### src/rtl/pipe_decode_execute.sv
// -----------------------------------------------------------------------------
// pipe_decode_execute
//
// Decode -> execute pipeline register for the 5-stage RV32I core. It captures
// the decode-stage datapath (register read data, immediate, PC, PC+4, register
// addresses) and control fields, and presents them to the execute stage one
// cycle later.
//
// The hazard unit steers the stage with two controls. flush_e has priority
// and loads a bubble. stall_e holds the stage. With neither asserted, the
// stage loads normally. Two saturating performance counters record stalled
// and flushed cycles. cnt_clr clears them synchronously.
//
// Ports
//   clk, rst          rising-edge clock; asynchronous active-high reset
//   stall_e, flush_e  hazard-unit hold / bubble-insert controls
//   cnt_clr           synchronous clear of stall_count and flush_count
//   *_d               decode-stage valid, control, data, PC and register fields
//   *_e               registered execute-stage copies of every *_d input
//   stall_count       edges with stall_e=1 and flush_e=0 (saturating)
//   flush_count       edges with flush_e=1 (saturating)
// -----------------------------------------------------------------------------
module pipe_decode_execute #(
  parameter int DATA_WIDTH     = 32,
  parameter int ADDRESS_WIDTH  = 32,
  parameter int REG_ADDR_WIDTH = 5,
  parameter int ALU_CTRL_WIDTH = 4,
  parameter int CNT_WIDTH      = 16
) (
  input  logic                      clk,
  input  logic                      rst,

  input  logic                      stall_e,
  input  logic                      flush_e,
  input  logic                      cnt_clr,

  input  logic                      valid_d,
  input  logic                      regwrite_d,
  input  logic [1:0]                resultsrc_d,
  input  logic                      memwrite_d,
  input  logic                      jump_d,
  input  logic                      branch_d,
  input  logic                      alusrc_d,
  input  logic [ALU_CTRL_WIDTH-1:0] alucontrol_d,
  input  logic [DATA_WIDTH-1:0]     rd1_d,
  input  logic [DATA_WIDTH-1:0]     rd2_d,
  input  logic [DATA_WIDTH-1:0]     immext_d,
  input  logic [ADDRESS_WIDTH-1:0]  pc_d,
  input  logic [ADDRESS_WIDTH-1:0]  pcplus4_d,
  input  logic [REG_ADDR_WIDTH-1:0] rs1_d,
  input  logic [REG_ADDR_WIDTH-1:0] rs2_d,
  input  logic [REG_ADDR_WIDTH-1:0] rd_d,

  output logic                      valid_e,
  output logic                      regwrite_e,
  output logic [1:0]                resultsrc_e,
  output logic                      memwrite_e,
  output logic                      jump_e,
  output logic                      branch_e,
  output logic                      alusrc_e,
  output logic [ALU_CTRL_WIDTH-1:0] alucontrol_e,
  output logic [DATA_WIDTH-1:0]     rd1_e,
  output logic [DATA_WIDTH-1:0]     rd2_e,
  output logic [DATA_WIDTH-1:0]     immext_e,
  output logic [ADDRESS_WIDTH-1:0]  pc_e,
  output logic [ADDRESS_WIDTH-1:0]  pcplus4_e,
  output logic [REG_ADDR_WIDTH-1:0] rs1_e,
  output logic [REG_ADDR_WIDTH-1:0] rs2_e,
  output logic [REG_ADDR_WIDTH-1:0] rd_e,

  output logic [CNT_WIDTH-1:0]      stall_count,
  output logic [CNT_WIDTH-1:0]      flush_count
);

  // All stage fields live in one packed record. Flush and reset then clear
  // the stage with a single '0, and stall holds it with a single copy.
  typedef struct packed {
    logic                      valid;
    logic                      regwrite;
    logic [1:0]                resultsrc;
    logic                      memwrite;
    logic                      jump;
    logic                      branch;
    logic                      alusrc;
    logic [ALU_CTRL_WIDTH-1:0] alucontrol;
    logic [DATA_WIDTH-1:0]     rd1;
    logic [DATA_WIDTH-1:0]     rd2;
    logic [DATA_WIDTH-1:0]     immext;
    logic [ADDRESS_WIDTH-1:0]  pc;
    logic [ADDRESS_WIDTH-1:0]  pcplus4;
    logic [REG_ADDR_WIDTH-1:0] rs1;
    logic [REG_ADDR_WIDTH-1:0] rs2;
    logic [REG_ADDR_WIDTH-1:0] rd;
  } stage_t;

  localparam logic [CNT_WIDTH-1:0] CNT_MAX = '1;

  stage_t                stage_in;
  stage_t                stage_d,       stage_q;
  logic [CNT_WIDTH-1:0]  stall_count_d, stall_count_q;
  logic [CNT_WIDTH-1:0]  flush_count_d, flush_count_q;

  logic                  stall_hit;

  // An edge counts as a stall only when flush does not take priority.
  assign stall_hit = stall_e & ~flush_e;

  // ---------------------------------------------------------------------------
  // Incoming record for a normal load.
  //
  // When the decode slot is empty, every field that could change
  // architectural state, including rd_e, is squashed. A non-valid stage
  // therefore never writes the register file or memory, and it never appears
  // as a forwarding source. The data, PC and rs fields still pass through
  // unchanged.
  // ---------------------------------------------------------------------------
  always_comb begin
    stage_in.valid      = valid_d;
    stage_in.regwrite   = valid_d & regwrite_d;
    stage_in.resultsrc  = valid_d ? resultsrc_d : 2'b00;
    stage_in.memwrite   = valid_d & memwrite_d;
    stage_in.jump       = valid_d & jump_d;
    stage_in.branch     = valid_d & branch_d;
    stage_in.alusrc     = valid_d & alusrc_d;
    stage_in.alucontrol = valid_d ? alucontrol_d : '0;
    stage_in.rd1        = rd1_d;
    stage_in.rd2        = rd2_d;
    stage_in.immext     = immext_d;
    stage_in.pc         = pc_d;
    stage_in.pcplus4    = pcplus4_d;
    stage_in.rs1        = rs1_d;
    stage_in.rs2        = rs2_d;
    stage_in.rd         = valid_d ? rd_d : '0;
  end

  // ---------------------------------------------------------------------------
  // Next-state selection. Priority is flush > stall > load.
  // ---------------------------------------------------------------------------
  always_comb begin
    // NOTE: next state defaults to current state first, so every path assigns
    // it and no latch can be inferred.
    stage_d = stage_q;
    if (flush_e) begin
      stage_d = '0;
    end else if (!stall_e) begin
      stage_d = stage_in;
    end
  end

  // Saturating counters. A clear overrides any increment in the same cycle.
  always_comb begin
    stall_count_d = stall_count_q;
    flush_count_d = flush_count_q;
    if (cnt_clr) begin
      stall_count_d = '0;
      flush_count_d = '0;
    end else begin
      if (stall_hit && (stall_count_q != CNT_MAX)) begin
        stall_count_d = stall_count_q + 1'b1;
      end
      if (flush_e && (flush_count_q != CNT_MAX)) begin
        flush_count_d = flush_count_q + 1'b1;
      end
    end
  end

  // ---------------------------------------------------------------------------
  // State registers
  // ---------------------------------------------------------------------------
  always_ff @(posedge clk or posedge rst) begin
    if (rst) begin
      stage_q       <= '0;
      stall_count_q <= '0;
      flush_count_q <= '0;
    end else begin
      // NOTE: non-blocking assignments make every flop sample pre-edge values,
      // which keeps simulation order-independent and matches the hardware.
      stage_q       <= stage_d;
      stall_count_q <= stall_count_d;
      flush_count_q <= flush_count_d;
    end
  end

  // ---------------------------------------------------------------------------
  // Outputs: driven only from flops, with no combinational path from *_d.
  // ---------------------------------------------------------------------------
  assign valid_e      = stage_q.valid;
  assign regwrite_e   = stage_q.regwrite;
  assign resultsrc_e  = stage_q.resultsrc;
  assign memwrite_e   = stage_q.memwrite;
  assign jump_e       = stage_q.jump;
  assign branch_e     = stage_q.branch;
  assign alusrc_e     = stage_q.alusrc;
  assign alucontrol_e = stage_q.alucontrol;
  assign rd1_e        = stage_q.rd1;
  assign rd2_e        = stage_q.rd2;
  assign immext_e     = stage_q.immext;
  assign pc_e         = stage_q.pc;
  assign pcplus4_e    = stage_q.pcplus4;
  assign rs1_e        = stage_q.rs1;
  assign rs2_e        = stage_q.rs2;
  assign rd_e         = stage_q.rd;

  assign stall_count  = stall_count_q;
  assign flush_count  = flush_count_q;

endmodule

### config.mk
export PLATFORM = sky130hd
export DESIGN_NAME = pipe_decode_execute
export DESIGN_NICKNAME = d
export VERILOG_FILES = /design/src/rtl/pipe_decode_execute.sv
export SDC_FILE = /design/constraint.sdc
export NUM_CORES = 1
export LEC_CHECK = 0
export CORE_AREA = 4 4 157 159
export DETAILED_ROUTE_END_ITERATION = 16
export DIE_AREA = 0 0 161 163
export PLACE_DENSITY_LB_ADDON = 0.2
export SYNTH_ARGS = -nofsm -noshare
export SYNTH_HDL_FRONTEND = slang
export SYNTH_SLANG_ARGS = --single-unit
### constraint.sdc
create_clock -name clk -period 7.84 [get_ports clk]
set_clock_uncertainty 0.05 [all_clocks]
set_input_delay 0.784 -clock clk [delete_from_list [all_inputs] [get_ports clk]]
set_output_delay 0.784 -clock clk [all_outputs]
set_load 0.005 [all_outputs]
Word-level counts from Yosys, hierarchy flattened
Index checks and enable logic that the tools add are counted.

Add/sub/neg operators: 2. Eq/ne operators: 3. Muxes and demuxes: 9. Bitwise logic cells: 7. Reductions and logical operators: 4.

Operator list (number): $mux W187 (2); $mux W16 (4); $add A16 B1 Y16 const B (2); $ne A16 B16 Y1 const B (2); $and A1 B1 Y1 (6); $mux W5 (1); $mux W4 (1); $reduce_bool A2 Y1 (2); $logic_and A1 B1 Y1 (2); $mux W2 (1); $ne A2 B1 Y1 const B (1); $not A1 Y1 (1).

Flip-flop bits (word level): 219. Input bits: 192. Output and inout bits: 219. Word-level logic and storage cells: 43.

Depth between registers and ports, before layout
Depth in word-level cells: 5. Depth in mapped cells: 6. Mapped depth without buffers: 5.

Worst setup path before layout
OpenSTA, ideal clock, no wires.

Path kind: in2reg. Start: input port flush_e. End: register flush_count_q[11] (netlist: flush_count[11]). Setup time: 0.078 ns. Arrival: 2.084 ns. Required time: 7.712 ns. Path slack: 5.628 ns. Cell stages on the path: 6. Buffers on the path: 2. Cells stage by stage: buf_2 > nand4_1 > or3_1 > buf_2 > or4_1 > a21oi_1.

Cells in the longest elaborated chain, start to end: 2.

RTL lines: start: declaration (RTL line 34) `input logic flush_e,`; $logic_and A1 B1 Y1 (RTL line 161) `if (flush_e && (flush_count_q != CNT_MAX)) begin`; $reduce_bool A2 Y1 (no line); end signal: assignment (RTL line 180) `flush_count_q <= flush_count_d;`; end: declaration (RTL line 101) `logic [CNT_WIDTH-1:0] flush_count_d, flush_count_q;`.

Every way passes these cells. A chain may end at the register's enable or synchronous reset.

==> results.json <==
{
  "cts_tree": "yes",
  "r2r_cells": 5,
  "synthSimpleGateAreaFrac_pct": 13.1,
  "drc_errors": 0,
  "cts-htree-levels": 1,
  "numCtsBuffers": 24,
  "wl_per_cell_um": 18.8,
  "grt_usage_pct": 20.9,
  "synthMuxAreaShare_pct": 19.6,
  "worst_setup_path_start_kind": "primary input",
  "insertion_delay_ps": 500,
  "min_path_type": "flip-flop to flip-flop",
  "power_leakage_nw": 6.48,
  "postRouteAntennaNets": 0,
  "crit_chain": "clkdlybuf4s50_1 > inv_8 > buf_4",
  "drt_first_pass_iters": 4,
  "synth_seq_cells": 219,
  "post-place-cells": 1472,
  "reg2reg_from": "stall_count[1]",
  "yosys_warnings": 0,
  "die_w_um": 161,
  "core-area_um2": 23300,
  "synth_compound_area_share_pct": 4.60,
  "vias_per_cell": 4.88,
  "insertedDiodeCount": 0,
  "drv_slew": 0,
  "gp_congestion": 0.801,
  "end_kind": "asynchronous set/reset pin",
  "fillers": 1998,
  "crit_fanout": 143,
  "syn_nets": 978,
  "cts_setup_buffers": 0,
  "cp.required_ps": 8270,
  "clockBufferDepth": 3,
  "cts_root_buf": "clkbuf_16",
  "syn_area_um2": 9140,
  "synthAdderAreaFrac_pct": 0.274,
  "antenna_found_initial": 1,
  "switching_share_pct": 23.5,
  "max-cap-violations": 0,
  "layout-drive-gt1-share_pct": 4.77,
  "combPwrFrac_pct": 14.1,
  "dp_hpwl_um": 20000,
  "utilization_pct": 61.4,
  "critPathMaxStageDelay_ps": 890,
  "die_area_um2": 26200,
  "worst_pin_slew_ps": 1120,
  "hold_viol": 0,
  "wirelength_um": 28400,
  "rsz0062_at_grt": "no",
  "final_cell_mix": "clkdlybuf4s50_1, dfrtp_1, nor2_1",
  "peakVddDrop_uv": 121,
  "die_h_um": 163,
  "slew_headroom_pct": 25.3,
  "power_density_nw_per_um2": 189,
  "p_clk_share_pct": 40.9,
  "outcome": "finished clean",
  "hold_start": "valid_e",
  "grt_first_pass_wirelength_um": 44100,
  "fin_hold_ws_ps": 425,
  "p_sw_w": 0.000635,
  "ys_types": 39,
  "worstSetupStartpoint": "rst",
  "ys_seq_area_share_pct": 60.0,
  "max_freq_ghz": 0.384,
  "area_growth_pct": 56.4,
  "initial_core_util_pct": 39.3,
  "cts_resized": 0,
  "seqPwrFrac_pct": 45.0,
  "io_pins": 411,
  "grt.overflow.total": 0,
  "grt_pass1_vias": 7712,
  "vias": 7400,
  "syn_area_per_cell_um2": 11.7,
  "port_buffers": 410,
  "fin_crit_sh_pct": 33.2,
  "post-route-min-period_ps": 2600,
  "clkSinkCount": 219,
  "synth_xor_area_share_pct": 0.0959,
  "clkTransAtPathRegs_ps": 60,
  "synth_top_family_by_area": "multiplexers",
  "setup_viol": 0,
  "whs_path_depth": 1,
  "layout_commonest_cell": "clkdlybuf4s50_1",
  "hold_buffers": 0,
  "grt_max_degree": 144,
  "crit_arrival_ps": 3040,
  "rows": 56,
  "stdcell_count": 1515,
  "setup_tns_ps": 0,
  "internal-power_w": 0.00207,
  "worst-setup-path-type": "primary input to asynchronous set/reset pin",
  "drtIter0Drc": 385,
  "syn_inst": 784,
  "crit_slowest_cell": "buf_4",
  "nets": 1373
}
-- state kept, by name, summed over array words and instances, names as in the netlist, 2 cells and up --
signal	flops
rs1_e	5
rd_e	5
resultsrc_e	2
rd2_e	32
immext_e	32
pcplus4_e	32
alucontrol_e	4
rs2_e	5
flush_count	16
stall_count	16
rd1_e	32
pc_e	32
-- critical path: cells and delay by family --
family	cells	cell delay, ps
buf+inv	3	2060
-- logic make-up after synthesis --
family | Yosys count
and+or+nand+nor | 268
muxes | 178
DFF | 219
adders and majority gates | 2
buffers and inverters | 53
AOI/OAI and AO/OA | 63
xor gates and xnor gates | 1
-- routing by layer --
metal | part of all wire [%] | track usage [%] | vias up
met5 | 0.067 | 0 | -
met3 | 8.6 | 6.86 | 44
met1 | 39 | 25.1 | 3555
met4 | 2.4 | 5.70 | 2
met2 | 50 | 36.4 | 286
li1 | - | - | 3513
-- power groups by stage --
stage               Sequential [W]  Clock (W)  Combinational (W)
floorplan                  0.00124          0           0.000134
global placement           0.00123          0           0.000382
detailed placement         0.00124          0           0.000386
CTS                        0.00122    0.00114           0.000388
global route               0.00122    0.00118           0.000414
finish                     0.00122    0.00111           0.000381
-- synth_stat cells --
library cell / count / share of area [%]
a211oi_1: 1 / 0.082
a21o_1: 1 / 0.082
a21oi_1: 18 / 0.99
a22o_1: 16 / 1.5
a31oi_1: 2 / 0.14
and2_1: 1 / 0.069
and3_1: 3 / 0.21
and4_1: 3 / 0.29
buf_1: 7 / 0.29
buf_2: 13 / 0.71
clkbuf_1: 27 / 1.1
clkinv_1: 1 / 0.041
dfrtp_1: 219 / 60
ha_1: 2 / 0.27
inv_1: 5 / 0.21
mux2_2: 6 / 0.74
mux2i_1: 172 / 19
nand2_1: 17 / 0.70
nand2b_1: 2 / 0.14
nand3_1: 9 / 0.49
nand4_1: 12 / 0.82
nor2_1: 182 / 7.5
nor2b_1: 8 / 0.55
nor3_1: 4 / 0.22
nor3_2: 1 / 0.11
nor3b_1: 1 / 0.082
nor4_1: 5 / 0.34
nor4_2: 2 / 0.27
o2111ai_1: 1 / 0.096
o21a_1: 1 / 0.082
o21ai_0: 12 / 0.66
o21bai_1: 1 / 0.082
o311a_1: 1 / 0.11
o31a_1: 1 / 0.096
o31ai_1: 8 / 0.66
or2_2: 1 / 0.069
or3_1: 9 / 0.62
or4_1: 8 / 0.66
xor2_1: 1 / 0.096
-- final cells by class --
| cell class | instances | area [um^2] | share of cell area, % |
|---|---|---|---|
| flip-flops and latches | 219 | 5480 | 38.4 |
| repair buffers | 416 | 4150 | 29.1 |
| multi-input cells | 512 | 3450 | 24.1 |
| clock buffers | 38 | 744 | 5.21 |
| well taps | 319 | 399 | 2.79 |
| clock inverters | 5 | 33.8 | 0.236 |
| inverters | 6 | 30.0 | 0.210 |
-- stage by stage --
stage               power [W]  worst slack (ps)  cell area (um^2)
global route          0.00281              4860             14300
detailed placement    0.00162              4610             13500
CTS                   0.00274              5150             14300
global placement      0.00162              4630             13500
finish                0.00270              5240             14300
floorplan             0.00137              1010              9140
-- worst paths after layout --
check	end	slack, ps
worst max register to register	stall_count[3]	5550
max in group clk	flush_count[11]	5370
min in group asynchronous	pcplus4_e[17]	850
worst min register to register	valid_e	420
worst max-delay path	stall_count[12]	5240
worst min-delay path	valid_e	420
Note: power is estimated with default switching activity, not from simulation.
